--- config.mk ---
export PLATFORM = sky130hd
export DESIGN_NAME = mem_arbiter_flat
export DESIGN_NICKNAME = d
export VERILOG_FILES = /design/src/rtl/mem_arbiter_if.sv /design/src/rtl/mem_arbiter.sv /design/src/flat_wrapper.sv
export SDC_FILE = /design/constraint.sdc
export NUM_CORES = 1
export LEC_CHECK = 0
export ABC_AREA = 1
export BUFFER_PORTS_ARGS = -buffer_cell sky130_fd_sc_hd__buf_2
export CORE_ASPECT_RATIO = 0.6
export CORE_MARGIN = 1.5
export CORE_UTILIZATION = 39
export CTS_CLUSTER_SIZE = 24
export DETAILED_ROUTE_END_ITERATION = 16
export GPL_ROUTABILITY_DRIVEN = 0
export PLACE_DENSITY = 0.77
export SKIP_LAST_GASP = 1
export SYNTH_ARGS = -nofsm -noshare
export SYNTH_HDL_FRONTEND = slang
export SYNTH_SLANG_ARGS = --single-unit
--- constraint.sdc ---
create_clock -name clk -period 1.4 [get_ports clk]
set_input_delay 0.28 -clock clk [delete_from_list [all_inputs] [get_ports clk]]
set_output_delay 0.28 -clock clk [all_outputs]
set_load 0.01 [all_outputs]
--- src/rtl/mem_arbiter_if.sv ---
// mem_arbiter_if: fetch, data and shared memory port signals of the arbiter
// slave is the arbiter's view, master is the surrounding core/memory view
interface mem_arbiter_if;
   logic        imem_req;
   logic [31:0] imem_addr;
   logic        imem_gnt;
   logic        imem_rvalid;
   logic [31:0] imem_rdata;
   logic        dmem_req;
   logic        dmem_we;
   logic [3:0]  dmem_be;
   logic [31:0] dmem_addr;
   logic [31:0] dmem_wdata;
   logic        dmem_gnt;
   logic        dmem_rvalid;
   logic [31:0] dmem_rdata;
   logic        mem_req;
   logic        mem_we;
   logic [3:0]  mem_be;
   logic [31:0] mem_addr;
   logic [31:0] mem_wdata;
   logic        mem_gnt;
   logic        mem_rvalid;
   logic [31:0] mem_rdata;
   logic        err;

   modport slave (
      input  imem_req, imem_addr, dmem_req, dmem_we, dmem_be, dmem_addr, dmem_wdata,
      input  mem_gnt, mem_rvalid, mem_rdata,
      output imem_gnt, imem_rvalid, imem_rdata, dmem_gnt, dmem_rvalid, dmem_rdata,
      output mem_req, mem_we, mem_be, mem_addr, mem_wdata, err
   );

   modport master (
      output imem_req, imem_addr, dmem_req, dmem_we, dmem_be, dmem_addr, dmem_wdata,
      output mem_gnt, mem_rvalid, mem_rdata,
      input  imem_gnt, imem_rvalid, imem_rdata, dmem_gnt, dmem_rvalid, dmem_rdata,
      input  mem_req, mem_we, mem_be, mem_addr, mem_wdata, err
   );
endinterface

--- src/rtl/mem_arbiter.sv ---
// mem_arbiter: shares one memory port between fetch and data masters,
// one outstanding transaction, data priority with a fetch starvation limit
module mem_arbiter #(
   parameter int unsigned STARVE_LIMIT = 3
) (
   input  logic          clk,
   input  logic          resetn,
   mem_arbiter_if.slave  bus
);
   typedef enum logic [1:0] {IDLE, REQ, WAIT} state_t;

   localparam logic [3:0] LIMIT = 4'(STARVE_LIMIT);

   state_t     state;
   logic       owner_i;
   logic [3:0] starve_cnt;
   logic       pick_i;

   assign pick_i = bus.imem_req && (!bus.dmem_req || starve_cnt == LIMIT);

   assign bus.imem_gnt    = state == REQ && owner_i && bus.mem_gnt;
   assign bus.dmem_gnt    = state == REQ && !owner_i && bus.mem_gnt;
   assign bus.imem_rvalid = state == WAIT && owner_i && bus.mem_rvalid;
   assign bus.dmem_rvalid = state == WAIT && !owner_i && bus.mem_rvalid;
   assign bus.imem_rdata  = bus.mem_rdata;
   assign bus.dmem_rdata  = bus.mem_rdata;

   always_ff @(posedge clk or negedge resetn) begin
      if (!resetn) begin
         state         <= IDLE;
         owner_i       <= 1'b0;
         starve_cnt    <= '0;
         bus.err       <= 1'b0;
         bus.mem_req   <= 1'b0;
         bus.mem_we    <= 1'b0;
         bus.mem_be    <= '0;
         bus.mem_addr  <= '0;
         bus.mem_wdata <= '0;
      end else begin
         if (bus.mem_rvalid && state != WAIT) bus.err <= 1'b1;
         case (state)
            IDLE: if (bus.imem_req || bus.dmem_req) begin
               state         <= REQ;
               owner_i       <= pick_i;
               bus.mem_req   <= 1'b1;
               bus.mem_we    <= pick_i ? 1'b0 : bus.dmem_we;
               bus.mem_be    <= pick_i ? 4'b1111 : bus.dmem_be;
               bus.mem_addr  <= pick_i ? bus.imem_addr : bus.dmem_addr;
               bus.mem_wdata <= pick_i ? 32'h0 : bus.dmem_wdata;
            end
            // starve_cnt never exceeds LIMIT, so the compare doubles as saturation
            REQ: if (bus.mem_gnt) begin
               state       <= WAIT;
               bus.mem_req <= 1'b0;
               if (owner_i) starve_cnt <= '0;
               else if (bus.imem_req && starve_cnt != LIMIT) starve_cnt <= starve_cnt + 4'd1;
            end
            WAIT: if (bus.mem_rvalid) state <= IDLE;
            default: state <= IDLE;
         endcase
      end
   end
endmodule

--- src/flat_wrapper.sv ---
// flat-port wrapper written by rule: the top's interface ports become plain ports
module mem_arbiter_flat 
#(
   parameter int unsigned STARVE_LIMIT = 3
)
  (clk, resetn, bus_imem_req, bus_imem_addr, bus_dmem_req, bus_dmem_we, bus_dmem_be, bus_dmem_addr, bus_dmem_wdata, bus_mem_gnt, bus_mem_rvalid, bus_mem_rdata, bus_imem_gnt, bus_imem_rvalid, bus_imem_rdata, bus_dmem_gnt, bus_dmem_rvalid, bus_dmem_rdata, bus_mem_req, bus_mem_we, bus_mem_be, bus_mem_addr, bus_mem_wdata, bus_err);
  mem_arbiter_if bus_i ();
  input  logic clk;
  input  logic resetn;
  input wire logic [$bits(bus_i.imem_req)-1:0] bus_imem_req;
  input wire logic [$bits(bus_i.imem_addr)-1:0] bus_imem_addr;
  input wire logic [$bits(bus_i.dmem_req)-1:0] bus_dmem_req;
  input wire logic [$bits(bus_i.dmem_we)-1:0] bus_dmem_we;
  input wire logic [$bits(bus_i.dmem_be)-1:0] bus_dmem_be;
  input wire logic [$bits(bus_i.dmem_addr)-1:0] bus_dmem_addr;
  input wire logic [$bits(bus_i.dmem_wdata)-1:0] bus_dmem_wdata;
  input wire logic [$bits(bus_i.mem_gnt)-1:0] bus_mem_gnt;
  input wire logic [$bits(bus_i.mem_rvalid)-1:0] bus_mem_rvalid;
  input wire logic [$bits(bus_i.mem_rdata)-1:0] bus_mem_rdata;
  output wire logic [$bits(bus_i.imem_gnt)-1:0] bus_imem_gnt;
  output wire logic [$bits(bus_i.imem_rvalid)-1:0] bus_imem_rvalid;
  output wire logic [$bits(bus_i.imem_rdata)-1:0] bus_imem_rdata;
  output wire logic [$bits(bus_i.dmem_gnt)-1:0] bus_dmem_gnt;
  output wire logic [$bits(bus_i.dmem_rvalid)-1:0] bus_dmem_rvalid;
  output wire logic [$bits(bus_i.dmem_rdata)-1:0] bus_dmem_rdata;
  output wire logic [$bits(bus_i.mem_req)-1:0] bus_mem_req;
  output wire logic [$bits(bus_i.mem_we)-1:0] bus_mem_we;
  output wire logic [$bits(bus_i.mem_be)-1:0] bus_mem_be;
  output wire logic [$bits(bus_i.mem_addr)-1:0] bus_mem_addr;
  output wire logic [$bits(bus_i.mem_wdata)-1:0] bus_mem_wdata;
  output wire logic [$bits(bus_i.err)-1:0] bus_err;
  assign bus_i.imem_req = bus_imem_req;
  assign bus_i.imem_addr = bus_imem_addr;
  assign bus_i.dmem_req = bus_dmem_req;
  assign bus_i.dmem_we = bus_dmem_we;
  assign bus_i.dmem_be = bus_dmem_be;
  assign bus_i.dmem_addr = bus_dmem_addr;
  assign bus_i.dmem_wdata = bus_dmem_wdata;
  assign bus_i.mem_gnt = bus_mem_gnt;
  assign bus_i.mem_rvalid = bus_mem_rvalid;
  assign bus_i.mem_rdata = bus_mem_rdata;
  assign bus_imem_gnt = bus_i.imem_gnt;
  assign bus_imem_rvalid = bus_i.imem_rvalid;
  assign bus_imem_rdata = bus_i.imem_rdata;
  assign bus_dmem_gnt = bus_i.dmem_gnt;
  assign bus_dmem_rvalid = bus_i.dmem_rvalid;
  assign bus_dmem_rdata = bus_i.dmem_rdata;
  assign bus_mem_req = bus_i.mem_req;
  assign bus_mem_we = bus_i.mem_we;
  assign bus_mem_be = bus_i.mem_be;
  assign bus_mem_addr = bus_i.mem_addr;
  assign bus_mem_wdata = bus_i.mem_wdata;
  assign bus_err = bus_i.err;
  mem_arbiter #(.STARVE_LIMIT(STARVE_LIMIT)) u_core (.clk(clk), .resetn(resetn), .bus(bus_i));
endmodule
==> results.txt <==
- Counting stages on the worst path, the most repeated cell is sky130_fd_sc_hd__inv_2.
- The routed design could run at a clock period as short as 1550 ps.
- Unrepaired setup endpoints after global routing: yes
- The number of pins exceeding their max-slew limit in the final report is 0.
- Synthesis handed over a netlist of 558 instances.
* Cell Area, Synth: 0.00427 mm^2
- Chain of cells forming the critical path: inv_2 > nor2_2 > nand2_2 > inv_2 > nand2_2 > inv_2 > buf_6
- For this run, the total global-route usage over all layers was measured as 19.6%.
- On the critical path, the stage with the largest delay is an instance of sky130_fd_sc_hd__dfrtp_1.
- In this run the number of H-tree levels came out at 3.
* Total Negative Setup Slacks: -618 ps
- The tool flagged a number of max-cap violations equal to 0.
- Die extent in y: 84.0 um
- For the worst-skew pair, the clock arrives at the later sink with an insertion delay of 340 ps.
- The total overflow left after global routing is 0.
* Post-synth top area share: 45.7%
* Half-perimeter wire length of the detailed placement result: 7.31 mm
* Post-synth top flop: sky130_fd_sc_hd__dfrtp_1
- When the netlist entered floorplanning its net count stood at 698.
* Initial core utilization: 40.3%
- Sequential cells were found to cover 45.7% of the synthesized design area.
- X dimension of the die: 138 um
* Clock buffer depth: 2
- Clock sink total: 78
- The analysis attributes to cell leakage a power of 0.00330 uW.
- In this run the remaining antenna-violating nets after routing total 0.
- Hold is met by 150 ps.
- The first global-routing pass estimated 18.3 mm of wire.
- Detail-routed net length per standard cell: 13.5 um
- Post-synth cell types: 22
- Headroom to the max-slew limit: 72.3%
- Clock Skews: 3.89 ps
- Maximum achievable frequency: 646 MHz
- The detailed router finished its first iteration with 175 violations.
* Share of post-route cells with drive strength above 1: 36.0%
- Num CTS Buffers: 9
- The worst hold path belongs to the class primary input to flop.
- The tree is rooted in a sky130_fd_sc_hd__clkbuf_16.
- The Yosys step of the flow raised 0 warnings.
* Via count of the first global-routing pass: 3664
* Clock tree from TritonCTS: yes
- Tightest Pin Transition: 416 ps
- Area Overhead vs Synth: 28.9%
- After layout, the worst path uses 111% of the clock period.
- Initial antenna violation count: 0
- Summing all placed instances gives a cell area of 0.00490 mm^2.
* Classification of the worst setup path: flop to primary output
* Status: finished, violations left
- The synthesized design contains 0 enable-type register cells.
* Worst supply voltage drop on vdd: 0.996 mV
- Vias per cell: 4.63
- Mean area per synthesized cell: 7.65 um^2
* Num rows: 29
* Final wirelength: 11.3 mm
- Layout Cell Area excl Fill: 0.00550 mm^2
- Data on the critical path arrives at its endpoint at 1270 ps.
- Antenna fix cells: 0
- Failing checks: negative setup slack
* Worst Path Required: 1120 ps
- On the worst path, the slowest cell contributes a delay of 390 ps.
- Worst path setup slack after routing: -147 ps
* Residual DRC count: 0
* # port buffers: 181
- Across all layers, the routed design uses 3876 vias.
* Final Hold Fails: 0
- Pin count of the biggest net entering global routing: 79
* Standard cell core area: 0.0106 mm^2
* Critical path startpoint category: flop
- After clock tree synthesis, the clock-pin slew on the worst setup and hold paths is 60 ps.
- Synth area leader: sky130_fd_sc_hd__dfrtp_1
- Layout net count: 833
* Total power of the final layout: 11100 uW
- Util after Layout: 51.9%
- Power density normalized to cell area: 2020 mW/mm^2
- Max Fanout on Critical Path: 3
* Share of synthesized registers carrying an async set or reset: 100%
- The pre-antenna-repair detailed-routing pass consisted of 4 iterations.
- Yosys attributes the largest share of cell area to sky130_fd_sc_hd__dfrtp_1 46%, sky130_fd_sc_hd__nand2_1 16%, sky130_fd_sc_hd__nand3_1 12%.
- 278 I/O pins were placed.
* Area of the die: 0.0116 mm^2
- Sort of element at the end of the critical path: primary output
* Final number of setup-violating endpoints: 25
* Flop and latch count out of synthesis: 78
[kinds of logic after synthesis]
| group | Yosys count | share of synthesized area, % |
|---|---|---|
| compound gates | 10 | 1.44 |
| xor+xnor | 1 | 0.205 |
| fa+ha+maj | 1 | 0.293 |
| buf+inv | 165 | 22.2 |
| flops | 78 | 45.7 |
| simple gates | 303 | 30.1 |
[critical path: cells and delay by family (launching register included)]
| kind | cells | cell delay [ps] |
|---|---|---|
| buffers and inverters | 4 | 300 |
| flip-flops | 1 | 390 |
| AND/OR/NAND/NOR | 3 | 230 |
[cell type report]
cell class,instances,area (um^2)
Sequential cell,78,1950
Fill cell,1004,5100
Tap cell,139,174
Timing Repair Buffer,217,1370
Clock inverter,6,70.1
Multi-Input combinational cell,315,1430
Clock buffer,10,239
Inverter,72,273
[cell usage after synthesis (2+ instances only)]
cell and number:
sky130_fd_sc_hd__nor2_1 16, sky130_fd_sc_hd__inv_1 71, sky130_fd_sc_hd__nand2_4 2, sky130_fd_sc_hd__dfrtp_1 78, sky130_fd_sc_hd__buf_6 7, sky130_fd_sc_hd__clkbuf_1 3
sky130_fd_sc_hd__nand2_1 179, sky130_fd_sc_hd__buf_2 15, sky130_fd_sc_hd__buf_4 68, sky130_fd_sc_hd__a21oi_1 4, sky130_fd_sc_hd__nand3_1 104
[worst paths after layout]
| check | start | endpoint | slack (ps) | cells after the start |
|---|---|---|---|---|
| max in group asynchronous | resetn | u_core.bus.mem_addr[5] | 550 | 3 |
| max reg2reg | u_core.state[1] | u_core.bus.mem_wdata[26] | -20 | 7 |
| min | bus_mem_rvalid | u_core.state[1] | 150 | 2 |
| min reg2reg | u_core.bus.mem_req | u_core.bus.mem_req | 470 | 2 |
| min in group asynchronous | resetn | u_core.bus.mem_addr[20] | 530 | 3 |
| max | u_core.state[0] | bus_imem_gnt | -150 | 7 |
[cell usage in the layout, fill, tap and decap left out, types with 2 or more instances in the layout]
cell type                      n
sky130_fd_sc_hd__buf_2       179
sky130_fd_sc_hd__nand2_1     174
sky130_fd_sc_hd__nand3_1     103
sky130_fd_sc_hd__dfrtp_1      78
sky130_fd_sc_hd__inv_1        68
sky130_fd_sc_hd__buf_4        23
sky130_fd_sc_hd__nor2_1       12
sky130_fd_sc_hd__clkbuf_16    10
sky130_fd_sc_hd__buf_12        7
sky130_fd_sc_hd__nand2_2       5
sky130_fd_sc_hd__nor2_2        4
sky130_fd_sc_hd__a21oi_1       4
sky130_fd_sc_hd__inv_2         3
sky130_fd_sc_hd__clkinvlp_4    3
sky130_fd_sc_hd__buf_6         3
sky130_fd_sc_hd__buf_16        2
[metal layers]
| metal | GRT usage, % | vias to the layer above | part of all wire [%] |
|---|---|---|---|
| met1 | 27.9 | 1748 | 49 |
| met2 | 28.0 | 200 | 41 |
| met3 | 7.06 | 16 | 9.1 |
| li1 | - | 1912 | - |
| met5 | 0 | - | 0 |
| met4 | 5.26 | 0 | 1.2 |
[flip-flops by register name, indices dropped and copies added (netlist names)]
register / flops
u_core.bus.mem_we: 1
u_core.bus.mem_addr: 32
u_core.bus.mem_be: 4
u_core.state: 2
u_core.owner_i: 1
u_core.bus.mem_wdata: 32
u_core.starve_cnt: 4
u_core.bus.mem_req: 1
u_core.bus.err: 1
[report_power, final]
| group | internal [uW] | switching [uW] |
|---|---|---|
| Sequential | 3290 | 582 |
| Combinational | 2060 | 2780 |
| Clock | 1440 | 956 |
[per-stage QoR]
stage,setup WS [ps],std cells
2_1_floorplan,102,558
3_3_place_gp,35.6,803
3_5_place_dp,-23.6,803
4_1_cts,-167,830
5_1_grt,-224,837
6_report,-147,837
[timing repair]
action	CTS	global route
cloned	3	1
pin swaps	2	6
hold endpoints to repair	78	0
buffers inserted	7	6
setup endpoints to repair	28	77
gates resized for setup	11	12
hold buffers	1	0
(Power assumes the default switching activity.)
